--- config.mk ---
export PLATFORM = sky130hd
export DESIGN_NAME = piso_stream
export DESIGN_NICKNAME = d
export VERILOG_FILES = /design/src/rtl/piso_pkg.sv /design/src/rtl/piso_shift_core.sv /design/src/rtl/piso_stream.sv
export SDC_FILE = /design/constraint.sdc
export NUM_CORES = 1
export LEC_CHECK = 0
export CAP_MARGIN = 20
export CORE_UTILIZATION = 30
export CTS_CLUSTER_DIAMETER = 120
export DETAILED_ROUTE_END_ITERATION = 10
export HOLD_SLACK_MARGIN = 0.06
export SYNTH_ARGS = -nofsm -noshare
export SYNTH_HDL_FRONTEND = slang
export SYNTH_HIERARCHICAL = 1
export SYNTH_SLANG_ARGS = --single-unit
--- constraint.sdc ---
create_clock -name clk -period 3.1 [get_ports clk]
set_clock_uncertainty 0.2 [all_clocks]
set_input_delay 0.93 -clock clk [delete_from_list [all_inputs] [get_ports clk]]
set_output_delay 0.93 -clock clk [all_outputs]
set_load 0.05 [all_outputs]
--- src/rtl/piso_pkg.sv ---
// Shared definitions for the piso_stream parallel-in/serial-out shifter.
//   state_t   : FSM encoding (IDLE, SHIFT)
//   ORDER_*   : meaning of the msb_first / ord flag
//   clog2     : bit-counter width helper
package piso_pkg;

  typedef enum logic {
    IDLE  = 1'b0,
    SHIFT = 1'b1
  } state_t;

  localparam logic ORDER_MSB = 1'b1;
  localparam logic ORDER_LSB = 1'b0;

  // Bits needed to hold values 0..v-1 (v >= 2).
  function automatic int clog2(input int v);
    int r;
    r = 0;
    for (int x = v - 1; x > 0; x = x >> 1) r++;
    return r;
  endfunction

endpackage

--- src/rtl/piso_shift_core.sv ---
// WIDTH-bit shift register with clear, load, shift and hold.
//   clk   : rising-edge clock
//   clr   : synchronous clear to zero (highest priority)
//   load  : capture d
//   shift : shift one place toward the output end, zero-filled
//   dir   : ORDER_MSB shifts left (output is q[WIDTH-1]), else right (q[0])
//   d     : parallel load data
//   q     : register contents
module piso_shift_core
  import piso_pkg::*;
#(
  parameter int WIDTH = 4
) (
  input  logic             clk,
  input  logic             clr,
  input  logic             load,
  input  logic             shift,
  input  logic             dir,
  input  logic [WIDTH-1:0] d,
  output logic [WIDTH-1:0] q
);

  always_ff @(posedge clk) begin
    if (clr) begin
      q <= '0;
    end else if (load) begin
      q <= d;
    end else if (shift) begin
      if (dir == ORDER_MSB) q <= {q[WIDTH-2:0], 1'b0};
      else                  q <= {1'b0, q[WIDTH-1:1]};
    end
  end

endmodule

--- src/rtl/piso_stream.sv ---
// Parallel-in/serial-out shifter with valid/ready on both sides.
//   clk, rst_n          : clock, synchronous active-low reset
//   pi, pi_valid        : parallel word from the producer
//   pi_ready            : word accepted this cycle when pi_valid is also high
//   msb_first           : bit order, captured with the word
//   so, so_valid        : serial bit toward the consumer
//   so_ready            : consumer takes so this cycle
//   so_last             : so is the final bit of the word
//   busy                : a word is in flight
module piso_stream
  import piso_pkg::*;
#(
  parameter int WIDTH = 4
) (
  input  logic             clk,
  input  logic             rst_n,
  input  logic [WIDTH-1:0] pi,
  input  logic             pi_valid,
  output logic             pi_ready,
  input  logic             msb_first,
  output logic             so,
  output logic             so_valid,
  input  logic             so_ready,
  output logic             so_last,
  output logic             busy
);

  localparam int CNT_W = clog2(WIDTH);

  state_t           state;
  logic [CNT_W-1:0] cnt;
  logic             ord;
  logic [WIDTH-1:0] sr;

  logic accept;
  logic xfer;
  logic at_end;

  assign so_valid = (state == SHIFT);
  assign at_end   = (cnt == '0);
  assign so_last  = so_valid && at_end;
  assign busy     = so_valid;
  assign so       = (ord == ORDER_MSB) ? sr[WIDTH-1] : sr[0];

  // Ready also during the final bit's transfer so the next word reloads
  // without an idle cycle; never ready while reset is asserted.
  assign pi_ready = rst_n && ((state == IDLE) || (so_last && so_ready));
  assign accept   = pi_valid && pi_ready;
  assign xfer     = so_valid && so_ready;

  always_ff @(posedge clk) begin
    if (!rst_n) begin
      state <= IDLE;
      cnt   <= '0;
      ord   <= ORDER_LSB;
    end else if (accept) begin
      state <= SHIFT;
      cnt   <= CNT_W'(WIDTH - 1);
      ord   <= msb_first;
    end else if (xfer) begin
      if (!at_end) cnt   <= cnt - 1'b1;
      else         state <= IDLE;
    end
  end

  // The register is cleared after the final bit so so reads 0 when idle.
  piso_shift_core #(.WIDTH(WIDTH)) u_core (
    .clk   (clk),
    .clr   (!rst_n || (xfer && at_end && !accept)),
    .load  (accept),
    .shift (xfer && !at_end),
    .dir   (ord),
    .d     (pi),
    .q     (sr)
  );

endmodule

==> metrics <==
Synth-to-Final Area Change=38.1%; area of the die=0.00172 sq mm; worst hold-check path type=register to register; Max Cap Violations=0; crit path max fanout=3; cell area after synthesis=467 sq um; routability cong.=0.669; # fillers=148; TritonCTS clock tree=built; synth warn=6; Clk pin slew, worst setup/hold paths=50 ps; crit path DAT=1890 ps; vias in the first global route=353; total gr overflow=0; DRC violations left=0; fin nets=76; CTS resizes=0; Synth cell types=24; RSZ-0062 raised after global routing=false; status=finished clean; final setup fails=0; Initial Util=34.2%; routed vias/inst=4.95; Total GRT Usage=12.1%; Mean Syn Cell Area=9.72 sq um; Slew @ Worst Pin=504 ps; Horiz. Die Dim=41.4 microns; Post-CTS Setup Bufs=0; Setup crit start kind=primary input; maximum clock rate=331 MHz; core area=0.00137 sq mm; 1st-iter DRT viols=4; Routed WL=881 microns; Max clock buf depth=2; Clock Sink Count=8; port bufs=13; Synth Instances=48; critical path type=primary input to output pin; post-route cell area=644 sq um; critical path required time=1970 ps; Vias=391; largest net degree at the start of global routing=12; Routed Antenna Nets=0; total CTS buffers=3; hold_buf cts=0; Hold Vio Cnt, Final=0; CTS HTree Levels=1; clk_lat worst skew=250 ps; Final HPWL DP=694 microns; initial antenna violation count=0; setup_tns=0 ps; maximum vdd drop=0.228 mV; Seq/Total Area, Yosys=34.3%; Ports=14; Period Utilization, post-route=97.4%; Pwr Density=442 mW/mm^2; Clock Tree Root=clkbuf_4; Placed Area=622 sq um; die height=41.4 microns; ANT cells=0; max-slew violations=0; total power=0.285 mW; ratio of cells with drive above 1 in the final layout=17.2%; max-slew headroom at the worst pin=66.3%; routed len/inst=11.2 microns; syn nets=58; Tmin final=3020 ps; first-pass GRT wire length=1.50 mm; Pre-antenna DRT Iters=4; LEAKAGE=0.256 nW; Setup crit end kind=output pin; row cnt=13; register bit count reported by yosys=8
## state kept, by name, summed over array words and instances (netlist names)
signal	count
u_core/q	4
cnt	2
busy	1
ord	1
## power by group
part           switching, mW  internal, mW  leakage [nW]  total, mW
logic                 0.0452        0.0430         0.176     0.0882
registers            0.00637         0.113        0.0661      0.119
clock network         0.0338        0.0442        0.0138     0.0780
total                 0.0853         0.200         0.256      0.285
## metrics by stage
step | hold WS (ps) | utilization, % | std cells | worst slack, ps
after global placement | 301 | 45.5 | 76 | 94.3
after global routing | 337 | 47.2 | 79 | 37.0
after detailed placement | 313 | 45.5 | 76 | 80.8
final | 317 | 47.2 | 79 | 81.9
after CTS | 320 | 47.2 | 79 | 74.1
after floorplan | 274 | - | 48 | 247
## placed cells by master (no fill, tap or decap)
cell type,instances
or4b_1,2
buf_4,2
nand2b_1,2
ha_1,1
clkdlybuf4s50_1,12
clkbuf_4,3
inv_1,4
mux2_2,1
o221ai_2,1
nand3_1,1
nand2_1,4
and3b_1,1
dfxtp_1,8
nand3b_1,3
a311oi_1,2
o21a_1,1
a21o_1,2
buf_12,1
nor2b_1,3
and2_2,1
a21boi_1,1
or3b_1,1
mux2i_1,4
o211ai_2,1
nor2_2,1
xnor2_1,1
## layout make-up
| cell class | instances | area (sq um) | share of cell area, % |
|---|---|---|---|
| inverter | 4 | 15.0 | 2.33 |
| multi-input combinational | 34 | 273 | 42.3 |
| clock buffer | 3 | 22.5 | 3.50 |
| sequential | 8 | 160 | 24.9 |
| timing repair buffer | 15 | 155 | 24.1 |
| tap | 15 | 18.8 | 2.91 |
## routing by layer
metal  wire length (microns)  up-vias  track usage (%)
li1                        -      205                -
met1                     433      176             14.4
met4                      12        0             5.81
met3                      47        2             7.83
met2                     387        8             16.6
met5                       0        -                0
## path summary, 6_finish.rpt
| check | cells after the start | slack (ps) | endpoint | startpoint |
|---|---|---|---|---|
| min | 2 | 320 | u_core/q[0]$_SDFFE_PP0P_ | u_core/q[0]$_SDFFE_PP0P_ |
| max reg2reg | 7 | 1230 | u_core/q[2]$_SDFFE_PP0P_ | cnt[0]$_SDFFE_PN0P_ |
| min reg2reg | 2 | 320 | u_core/q[0]$_SDFFE_PP0P_ | u_core/q[0]$_SDFFE_PP0P_ |
| max | 4 | 80 | pi_ready | so_ready |
## logic make-up (layout without fill, tap and decap cells)
kind of cell | after synthesis | in the layout | share of synthesized area [%]
adder cells (fa/ha/maj) | 1 | 1 | 2.68
AO/OA/AOI/OAI | 8 | 8 | 16.1
XOR/XNOR | 1 | 1 | 1.88
multiplexers | 5 | 5 | 11.0
buffers and inverters | 6 | 22 | 7.24
flip-flops | 8 | 8 | 34.3
AND/OR/NAND/NOR | 19 | 19 | 26.8
## synth_stat cells (all sizes together)
cell type  count  area, sq um
dfxtp          8          160
nor2b          3         18.8
nand2b         2         12.5
a311oi         2         17.5
xnor2          1         8.76
and2           1         7.51
a21boi         1         7.51
mux2i          4         40.0
nor2           1         6.26
inv            4         15.0
or4b           2         20.0
o221ai         1         15.0
ha             1         12.5
nand3          1         5.00
nand2          4         15.0
o21a           1         7.51
o211ai         1         12.5
nand3b         3         22.5
buf            2         18.8
or3b           1         8.76
a21o           2         15.0
mux2           1         11.3
and3b          1         8.76
## worst max-delay path, cell delays in order
cell             delay, ps
clkdlybuf4s50_1        500
a21boi_1                90
nor2b_1                200
buf_12                 170
No activity file was read; power rests on OpenSTA's default activity.
